==> src/rtl/fir_mc.sv <==
// Multi-channel time-multiplexed fixed-point FIR with one shared MAC; FIR_MC_SAT_EN selects saturating (else wrapping) output.
// Latency: next to ready is TAPS+2 cycles; one sample every TAPS+3 cycles, channels interleaved round-robin.
// Backpressure: none on the output (ready is a pulse); the source is paced by next, and stop parks the filter in DONE.
module fir_mc #(
    parameter int DATA_W = 16,
    parameter int COEF_W = 16,
    parameter int OUT_W  = 16,
    parameter int TAPS   = 8,
    parameter int CH     = 2,
    parameter int SHIFT  = 15,
    localparam int CH_W  = (CH > 1) ? $clog2(CH) : 1,
    localparam int TAP_W = $clog2(TAPS)
) (
    input  logic                     clk,
    input  logic                     rst,
    input  logic                     en,
    input  logic                     stop,
    input  logic signed [DATA_W-1:0] in,
    output logic                     next,
    output logic                     ready,
    output logic signed [OUT_W-1:0]  out,
    output logic [CH_W-1:0]          out_ch,
    input  logic                     coef_we,
    input  logic [TAP_W-1:0]         coef_addr,
    input  logic signed [COEF_W-1:0] coef_wdata,
    output logic                     busy,
    output logic                     done
);

    localparam int ACC_W  = DATA_W + COEF_W + TAP_W;
    localparam int PROD_W = DATA_W + COEF_W;

    localparam logic signed [ACC_W:0] RND_C   = {{ACC_W{1'b0}}, 1'b1} << (SHIFT - 1);
`ifdef FIR_MC_SAT_EN
    localparam logic signed [ACC_W:0] OUT_MAX = {{(ACC_W-OUT_W+2){1'b0}}, {(OUT_W-1){1'b1}}};
    localparam logic signed [ACC_W:0] OUT_MIN = {{(ACC_W-OUT_W+2){1'b1}}, {(OUT_W-1){1'b0}}};
`endif

    typedef enum logic [2:0] {
        IDLE = 3'd0,
        REQ  = 3'd1,
        WAIT = 3'd2,
        MAC  = 3'd3,
        OUT  = 3'd4,
        DONE = 3'd5
    } state_t;

    state_t                   state;
    logic [CH_W-1:0]          ch;
    logic [TAP_W-1:0]         tap;
    logic signed [ACC_W-1:0]  acc;
    logic signed [DATA_W-1:0] dl   [CH][TAPS];
    logic signed [COEF_W-1:0] coef [TAPS];

    logic signed [PROD_W-1:0] prod;
    logic signed [ACC_W-1:0]  sum;
    logic signed [ACC_W:0]    rnd;
    logic signed [OUT_W-1:0]  q;
`ifdef FIR_MC_SAT_EN
    logic signed [ACC_W:0]    r;
`endif

    // One product per MAC cycle; the rounded result is taken from the final partial sum.
    always_comb begin
        prod = PROD_W'(dl[ch][tap]) * PROD_W'(coef[tap]);
        sum  = acc + ACC_W'(prod);
        rnd  = {sum[ACC_W-1], sum} + RND_C;
`ifdef FIR_MC_SAT_EN
        r = rnd >>> SHIFT;
        if (r > OUT_MAX)
            q = OUT_MAX[OUT_W-1:0];
        else if (r < OUT_MIN)
            q = OUT_MIN[OUT_W-1:0];
        else
            q = r[OUT_W-1:0];
`else
        q = OUT_W'(rnd >>> SHIFT);
`endif
    end

    always_ff @(posedge clk or negedge rst) begin
        if (!rst) begin
            state  <= IDLE;
            next   <= 1'b0;
            ready  <= 1'b0;
            out    <= '0;
            out_ch <= '0;
            busy   <= 1'b0;
            done   <= 1'b0;
            ch     <= '0;
            tap    <= '0;
            acc    <= '0;
            for (int c = 0; c < CH; c++)
                for (int k = 0; k < TAPS; k++)
                    dl[c][k] <= '0;
            for (int k = 0; k < TAPS; k++)
                coef[k] <= '0;
        end else begin
            next  <= 1'b0;
            ready <= 1'b0;

            // Coefficients may only change while no sample is in flight.
            if (coef_we && (state == IDLE || state == DONE) && int'(coef_addr) < TAPS)
                coef[coef_addr] <= coef_wdata;

            case (state)
                IDLE: begin
                    if (en) begin
                        state <= REQ;
                        next  <= 1'b1;
                        busy  <= 1'b1;
                    end
                end
                REQ: begin
                    state <= WAIT;
                end
                WAIT: begin
                    if (stop) begin
                        state <= DONE;
                        busy  <= 1'b0;
                        done  <= 1'b1;
                    end else begin
                        dl[ch][0] <= in;
                        for (int k = 1; k < TAPS; k++)
                            dl[ch][k] <= dl[ch][k-1];
                        tap   <= '0;
                        acc   <= '0;
                        state <= MAC;
                    end
                end
                MAC: begin
                    acc <= sum;
                    if (tap == TAP_W'(TAPS - 1)) begin
                        state  <= OUT;
                        ready  <= 1'b1;
                        out    <= q;
                        out_ch <= ch;
                    end else begin
                        tap <= tap + 1'b1;
                    end
                end
                OUT: begin
                    ch    <= (ch == CH_W'(CH - 1)) ? '0 : ch + 1'b1;
                    state <= REQ;
                    next  <= 1'b1;
                end
                DONE: begin
                    if (!stop && en) begin
                        state <= REQ;
                        next  <= 1'b1;
                        busy  <= 1'b1;
                        done  <= 1'b0;
                    end
                end
                default: begin
                    state <= IDLE;
                    busy  <= 1'b0;
                    done  <= 1'b0;
                end
            endcase
        end
    end

endmodule

==> config.mk <==
export PLATFORM = sky130hd
export DESIGN_NAME = fir_mc
export DESIGN_NICKNAME = d
export VERILOG_FILES = /design/src/rtl/fir_mc.sv
export SDC_FILE = /design/constraint.sdc
export NUM_CORES = 1
export LEC_CHECK = 0
export CORE_MARGIN = 4
export CORE_UTILIZATION = 40
export DETAILED_ROUTE_END_ITERATION = 8
export PLACE_DENSITY = 0.65
export SLEW_MARGIN = 20
export SYNTH_ARGS = -nofsm -noshare
export SYNTH_HDL_FRONTEND = slang
export SYNTH_SLANG_ARGS = --single-unit
==> constraint.sdc <==
create_clock -name clk -period 18.2 [get_ports clk]
set_input_delay 3.64 -clock clk [delete_from_list [all_inputs] [get_ports clk]]
set_output_delay 3.64 -clock clk [all_outputs]
set_load 0.02 [all_outputs]
==> results of run 1 <==
-- kinds of logic after synthesis --
group,Yosys count
muxes,527
DFF,443
buffers and inverters,432
and+or+nand+nor,431
adders and majority gates,383
AOI/OAI and AO/OA,169
xor gates and xnor gates,48
-- metal layers --
| metal | share of wire (%) | wire length (um) |
|---|---|---|
| met4 | 2.7 | 1880 |
| met3 | 6.0 | 4100 |
| met1 | 44 | 29900 |
| met2 | 48 | 32500 |
| met5 | 0.019 | 13 |
-- sequential cells by signal, summed over array words and instances, names as in the netlist --
signal and count:
acc 31, busy 1, ch 1, coef 128, dl 256, done 1
next 1, out 16, out_ch 1, ready 1, state 3, tap 3
-- worst max path at each step --
stage	startpoint	slack (ns)	end	cells past startpoint
6_report	tap[0]	8.22	out[15]	25
5_1_grt	tap[0]	7.70	out[15]	25
2_1_floorplan	tap[0]	9.24	out[15]	30
3_5_place_dp	tap[0]	8.22	out[15]	25
3_3_place_gp	tap[0]	8.47	out[15]	25
4_1_cts	tap[0]	8.19	out[15]	25
-- cells in the mapped netlist (3+ instances only) --
cell type / n / area share, %
sky130_fd_sc_hd__a211oi_1: 6 / 0.15
sky130_fd_sc_hd__a21o_1: 6 / 0.15
sky130_fd_sc_hd__a21oi_1: 28 / 0.46
sky130_fd_sc_hd__a22o_1: 19 / 0.55
sky130_fd_sc_hd__a31oi_1: 6 / 0.12
sky130_fd_sc_hd__and2_1: 5 / 0.10
sky130_fd_sc_hd__and3_1: 5 / 0.10
sky130_fd_sc_hd__buf_1: 13 / 0.16
sky130_fd_sc_hd__buf_2: 16 / 0.26
sky130_fd_sc_hd__clkbuf_1: 82 / 1.0
sky130_fd_sc_hd__dfrtp_1: 443 / 37
sky130_fd_sc_hd__fa_1: 285 / 19
sky130_fd_sc_hd__ha_1: 98 / 4.0
sky130_fd_sc_hd__inv_1: 321 / 4.0
sky130_fd_sc_hd__mux2_2: 404 / 15
sky130_fd_sc_hd__mux2i_1: 24 / 0.79
sky130_fd_sc_hd__mux4_2: 99 / 7.4
sky130_fd_sc_hd__nand2_1: 131 / 1.6
sky130_fd_sc_hd__nand2b_1: 57 / 1.2
sky130_fd_sc_hd__nand3_1: 9 / 0.15
sky130_fd_sc_hd__nand4_1: 8 / 0.17
sky130_fd_sc_hd__nor2_1: 135 / 1.7
sky130_fd_sc_hd__nor2b_1: 34 / 0.70
sky130_fd_sc_hd__nor3_1: 13 / 0.21
sky130_fd_sc_hd__nor3b_1: 3 / 0.074
sky130_fd_sc_hd__o211ai_1: 3 / 0.074
sky130_fd_sc_hd__o21a_1: 10 / 0.25
sky130_fd_sc_hd__o21ai_0: 44 / 0.73
sky130_fd_sc_hd__o21ai_1: 10 / 0.17
sky130_fd_sc_hd__o21bai_1: 3 / 0.074
sky130_fd_sc_hd__o22ai_1: 4 / 0.083
sky130_fd_sc_hd__o31ai_1: 4 / 0.099
sky130_fd_sc_hd__or2_2: 10 / 0.21
sky130_fd_sc_hd__or3_1: 7 / 0.14
sky130_fd_sc_hd__xnor2_1: 30 / 0.87
sky130_fd_sc_hd__xor2_1: 18 / 0.52
-- area by class of cell --
type	count	area, um^2	area share (%)
Tap cell	969	1210	3.59
Clock buffer	74	1460	4.33
Multi-Input combinational cell	1558	17700	52.3
Sequential cell	443	11100	32.9
Inverter	321	1200	3.57
Clock inverter	16	240	0.712
Timing Repair Buffer	92	873	2.59
Antenna cell	1	2.50	0.00742
-- stage by stage --
stage	cells	hold WS (ns)
floorplan	2433	0.456
global placement	3381	0.463
detailed placement	3382	0.469
CTS	3472	0.485
global route	3474	0.500
finish	3474	0.478
-- worst max-delay path: cells and delay by family (launching register included) --
kind | cells | cell delay [ns]
buffers and inverters | 5 | 0.94
AO/OA/AOI/OAI | 7 | 2.47
flip-flops | 1 | 1.05
AND/OR/NAND/NOR | 4 | 1.25
adder cells (fa/ha/maj) | 7 | 3.41
multiplexers | 2 | 0.71
==> out/summary.log, run 1 <==
[synthesis] fraction of registers with async set/reset 100%
[clock_network] clock tree from TritonCTS done
[place] Routability Congestion 0.900
[synthesis] post-synthesis xor/xnor area fraction 1.39%
[route] initial drt markers 1221
[critical_path] reg-to-reg endpoint out[15]
[route] vias after detailed routing 18591
[hold_path] source of the worst hold timing path out[0]
[clock_network] cell at the root of the clock tree sky130_fd_sc_hd__clkbuf_16
[cells_and_area] final core utilization 45.1%
[critical_path] slowest cell on the critical path sky130_fd_sc_hd__dfrtp_4
[critical_path] crit path capture type flip-flop
[timing] slew at the pin with the worst max-slew slack 1.13 ns
[timing] Max Clock Skew 0.0228 ns
[timing] Final Hold Viols 0
[global_routing] fraction of met1 tracks used by global routing 23.9%
[clock_network] Post-CTS Resized 0
[synthesis] Post-Synthesis Net Count 2856
[route] total DRC errors in the routed layout 0
[global_routing] met2 routing resource usage after global routing 28.3%
[timing] # setup viols final 0
[floorplanning] count of boundary I/O pins 61
[critical_path] data required time of the worst path 18.68 ns
[global_routing] number of global-route vias before repair 20611
[critical_path] R2R Path Start tap[0]
[timing] fraction of the cycle the final worst path needs 54.9%
[critical_path] Worst path max stage delay 1.05 ns
[synthesis] EDFF count, synth 0
[critical_path] cell seen most often among critical-path stages sky130_fd_sc_hd__fa_1
[cells_and_area] Layout area overhead 11.3%
[synthesis] number of storage elements in the synthesis netlist 443
[route] number of iterations in the first detailed-routing pass 5
[hold_path] hold path cells 2
[place] worst-case setup slack after placement 8.22 ns
[cells_and_area] commonest non-fill, non-tap cells in the layout sky130_fd_sc_hd__dfrtp_1 (439), sky130_fd_sc_hd__mux2_2 (404), sky130_fd_sc_hd__inv_1 (321), sky130_fd_sc_hd__fa_1 (285), sky130_fd_sc_hd__nor2_1 (135)
[critical_path] R2R cell count 25
[synthesis] portion of the post-synthesis area used by sequential elements 36.6%
[flow_run] Max Cap Viol 0
[clock_network] clock insertion delay at the later pin of the skew report 0.62 ns
[hold_path] sink of the worst hold path out[0]
[clock_network] CTS hold repair buffers 0
[cells_and_area] most frequent standard cell in the layout excluding fill and tap cells sky130_fd_sc_hd__dfrtp_1
[hold_path] path type of the worst min-delay path reg2reg
[timing] Achievable Freq 100 MHz
[cells_and_area] final layout net count 2888
[cells_and_area] proportion of layout cells with a drive suffix above 1 26.0%
[synthesis] dominant combinational cell family by area after synthesis multiplexers
[floorplanning] die width 283 um
[route] Vias per Instance 5.35
[synthesis] count of mapped cells out of synthesis 2433
[timing] Setup Total Neg Slack 0 ns
[cells_and_area] post-route standard cell area excluding fillers 33700 um^2
[place] half-perimeter wire length of the detailed placement result 48.1 mm
[critical_path] startpoint class of the critical path flip-flop
[route] per-cell routed wire length 19.7 um
[floorplanning] Die Area 80300 um^2
[clock_network] total number of clock tree sinks 443
[synthesis] share of the synthesized area in compound gates (AO/OA/AOI/OAI) 3.82%
[timing] tightest slew margin relative to the limit 24.6%
[timing] post-route worst setup slack 8.22 ns
[global_routing] global-route wire length before repair 114 mm
[timing] final number of max-transition violations 0
[global_routing] combined global-route utilization of all metal layers 17.3%
[status] run status completed
[floorplanning] initial cell density of the core 40.5%
[critical_path] reg-to-reg setup timing slack 8.22 ns
[synthesis] number of distinct standard cells referenced by the synthesized netlist 68
[timing] unrepaired setup endpoints after global routing false
[global_routing] antenna violations before repair 2
[clock_network] Post CTS Setup Buffer Count 0
[critical_path] largest driver fanout on the critical path 50
[synthesis] flip-flop cell with the highest count after synthesis sky130_fd_sc_hd__dfrtp_1
[synthesis] yosys synthesis warning count 0
[timing] fin crit period 9.98 ns
[global_routing] busiest layer in global routing met2
[synthesis] netlist area before placement 30300 um^2
[critical_path] critical path type reg2reg
[synthesis] simple logic cell fraction of the synthesized area 6.82%
[synthesis] average size of a mapped cell 12.5 um^2
[floorplanning] Core Region 74800 um^2
[clock_network] number of buffers inserted during clock tree synthesis 49
[route] aggregate routed wire length 68.3 mm
[clock_network] number of H-tree levels 2
[place] total cell area at the placement stage 32000 um^2
[cells_and_area] final-layout fill cell count 6757
[clock_network] clock transition time at the flip-flop clock pins of the worst setup and hold paths 0.06 ns
[global_routing] largest net degree at the start of global routing 165
[clock_network] clk buf depth 3
[global_routing] sum of overflow across all layers after global routing 0
[synthesis] adder-cell share of the synthesized area 22.9%
[floorplanning] die boundary height 283 um
[synthesis] portion of netlist area occupied by mux cells 23.1%
[floorplanning] Site Rows 100
[place] number of port buffers 60
[critical_path] CP Data Arrival Time 10.46 ns
[route] number of antenna-violating nets in the routed design 0
[global_routing] met3 track demand over resource in global routing 3.38%
Power of run 1 is not shown: default switching activity piles up to over one toggle a cycle in this logic, so the estimate is an artifact.
==> run 2, diff against run 1 <==
Settings changed: PLACE_DENSITY 0.65 to 0.67.
Clock period 18.2 ns to 9 ns, I/O delays scaled along.
==> out/summary.log, run 2 (synthesis results as in run 1) <==
[floorplanning] count of boundary I/O pins 61 [unchanged]
[timing] fraction of the cycle the final worst path needs 95.6% [was 54.9%]
[global_routing] combined global-route utilization of all metal layers 17.0% [was 17.3%]
[clock_network] cell at the root of the clock tree sky130_fd_sc_hd__clkbuf_16 [unchanged]
[floorplanning] Die Area 80300 um^2 [unchanged]
[cells_and_area] most frequent standard cell in the layout excluding fill and tap cells sky130_fd_sc_hd__dfrtp_1 [unchanged]
[critical_path] critical path type reg2reg [unchanged]
[route] initial drt markers 1030 [was 1221]
[timing] final number of max-transition violations 0 [unchanged]
[route] number of iterations in the first detailed-routing pass 5 [unchanged]
[cells_and_area] proportion of layout cells with a drive suffix above 1 27.0% [was 26.0%]
[status] run status completed [unchanged]
[cells_and_area] flip-flop count of the largest register, all copies and words added 256 [unchanged]
[cells_and_area] final layout net count 2933 [was 2888]
[global_routing] sum of overflow across all layers after global routing 0 [unchanged]
[critical_path] largest driver fanout on the critical path 18 [was 50]
[flow_run] Max Cap Viol 0 [unchanged]
[cells_and_area] Layout area overhead 12.4% [was 11.3%]
[timing] Final Hold Viols 0 [unchanged]
[place] number of port buffers 60 [unchanged]
[timing] unrepaired setup endpoints after global routing false [unchanged]
[global_routing] number of global-route vias before repair 20452 [was 20611]
[cells_and_area] final core utilization 45.6% [was 45.1%]
[route] vias after detailed routing 18506 [was 18591]
[timing] # setup viols final 0 [unchanged]
[route] per-cell routed wire length 19.2 um [was 19.7 um]
[global_routing] largest net degree at the start of global routing 94 [was 165]
[timing] worst hold margin 0.482 ns [was 0.478 ns]
[route] aggregate routed wire length 67.4 mm [was 68.3 mm]
[floorplanning] Core Region 74800 um^2 [unchanged]
[critical_path] data required time of the worst path 9.48 ns [was 18.68 ns]
[route] total DRC errors in the routed layout 0 [unchanged]
[critical_path] crit path capture type flip-flop [unchanged]
[timing] tightest slew margin relative to the limit 21.7% [was 24.6%]
[place] half-perimeter wire length of the detailed placement result 49.0 mm [was 48.1 mm]
[cells_and_area] largest registers in the final layout dl (256), coef (128), acc (31) [unchanged]
[timing] fin crit period 8.60 ns [was 9.98 ns]
[clock_network] CTS hold repair buffers 0 [unchanged]
[global_routing] global-route wire length before repair 112 mm [was 114 mm]
[clock_network] clock transition time at the flip-flop clock pins of the worst setup and hold paths 0.06 ns [about the same]
[timing] Max Clock Skew 0.0297 ns [was 0.0228 ns]
[clock_network] clock tree from TritonCTS done [unchanged]
[clock_network] clk buf depth 3 [unchanged]
[clock_network] clock insertion delay at the later pin of the skew report 0.61 ns [was 0.62 ns]
[floorplanning] Site Rows 100 [unchanged]
[place] Routability Congestion 0.882 [was 0.900]
[route] Vias per Instance 5.27 [was 5.35]
[floorplanning] initial cell density of the core 40.5% [unchanged]
[timing] Achievable Freq 116 MHz [was 100 MHz]
[critical_path] startpoint class of the critical path flip-flop [unchanged]
[floorplanning] die boundary height 283 um [unchanged]
[cells_and_area] register with the most flip-flops dl [unchanged]
[clock_network] total number of clock tree sinks 443 [unchanged]
[timing] slew at the pin with the worst max-slew slack 1.17 ns [was 1.13 ns]
[clock_network] number of H-tree levels 2 [unchanged]
[clock_network] number of buffers inserted during clock tree synthesis 49 [unchanged]
[floorplanning] die width 283 um [unchanged]
[cells_and_area] commonest non-fill, non-tap cells in the layout sky130_fd_sc_hd__dfrtp_1 (439), sky130_fd_sc_hd__mux2_2 (404), sky130_fd_sc_hd__inv_1 (321), sky130_fd_sc_hd__fa_1 (285), sky130_fd_sc_hd__nor2_1 (135) [unchanged]
[global_routing] antenna violations before repair 2 [unchanged]
[route] number of antenna-violating nets in the routed design 0 [unchanged]
[critical_path] CP Data Arrival Time 9.08 ns [was 10.46 ns]
[hold_path] path type of the worst min-delay path reg2reg [unchanged]
[timing] Setup Total Neg Slack 0 ns [unchanged]
## run 2: path summary, 6_finish.rpt
path                        start       end  slack [ns]  depth (start not counted)
hold reg to reg            out[5]    out[5]        0.48                          2
hold / removal             out[5]    out[5]        0.48                          2
setup / recovery           tap[0]   out[15]        0.40                         25
min in group asynchronous     rst   dl[190]        1.20                          1
setup reg to reg           tap[0]   out[15]        0.40                         25
max in group asynchronous     rst  coef[40]        5.68                          3
## run 2: what timing repair did
item                       4_1_cts  5_1_grt
setup endpoints to repair        0        6
resized for setup                0        3
setup buffers                    0        8
hold endpoints to repair         0        0
## run 2: area by class of cell
cell class | instances | area, um^2
diodes | 1 | 2.50
flip-flops and latches | 443 | 11100
multi-input cells | 1558 | 17700
fillers | 6657 | 40700
repair buffers | 137 | 1320
clock inverters | 13 | 194
clock buffers | 72 | 1400
inverters | 321 | 1200
well taps | 969 | 1210
## run 2: through the flow
stage               setup WS, ns  instances  instance area [um^2]
finish                     0.398       3514                 34100
global route           0.0000178       3514                 34100
CTS                        0.109       3502                 33900
detailed placement         0.129       3417                 32300
global placement           0.309       3417                 32300
floorplan                 0.0366       2433                 30300
## run 2: worst max-delay path, stage by stage, from the launching register on
cell and delay [ns]:
sky130_fd_sc_hd__dfrtp_4 0.63, sky130_fd_sc_hd__buf_4 0.38, sky130_fd_sc_hd__mux4_2 0.55, sky130_fd_sc_hd__mux2i_1 0.20, sky130_fd_sc_hd__buf_4 0.31, sky130_fd_sc_hd__nor2_1 0.10
sky130_fd_sc_hd__fa_1 0.54, sky130_fd_sc_hd__inv_1 0.05, sky130_fd_sc_hd__fa_1 0.46, sky130_fd_sc_hd__fa_1 0.51, sky130_fd_sc_hd__inv_1 0.05, sky130_fd_sc_hd__fa_1 0.50
sky130_fd_sc_hd__fa_1 0.50, sky130_fd_sc_hd__inv_1 0.05, sky130_fd_sc_hd__fa_1 0.48, sky130_fd_sc_hd__inv_1 0.04, sky130_fd_sc_hd__ha_1 0.35, sky130_fd_sc_hd__and3_4 0.23
sky130_fd_sc_hd__and3_1 0.19, sky130_fd_sc_hd__nor3_1 0.31, sky130_fd_sc_hd__a21oi_1 0.17, sky130_fd_sc_hd__o21a_1 0.24, sky130_fd_sc_hd__nor4b_4 0.35, sky130_fd_sc_hd__or4b_1 0.60
sky130_fd_sc_hd__o311a_1 0.39, sky130_fd_sc_hd__a221o_1 0.27
## run 2: metal layers
layer  global-route usage (%)  vias up  wire (um)
met5                        0        -          0
met4                     4.00        0       1360
met3                     3.26      112       3510
met2                     27.7      429      32000
met1                     23.8     9642      30600
li1                         -     8323          -
Power of run 2 is left out for the same reason.
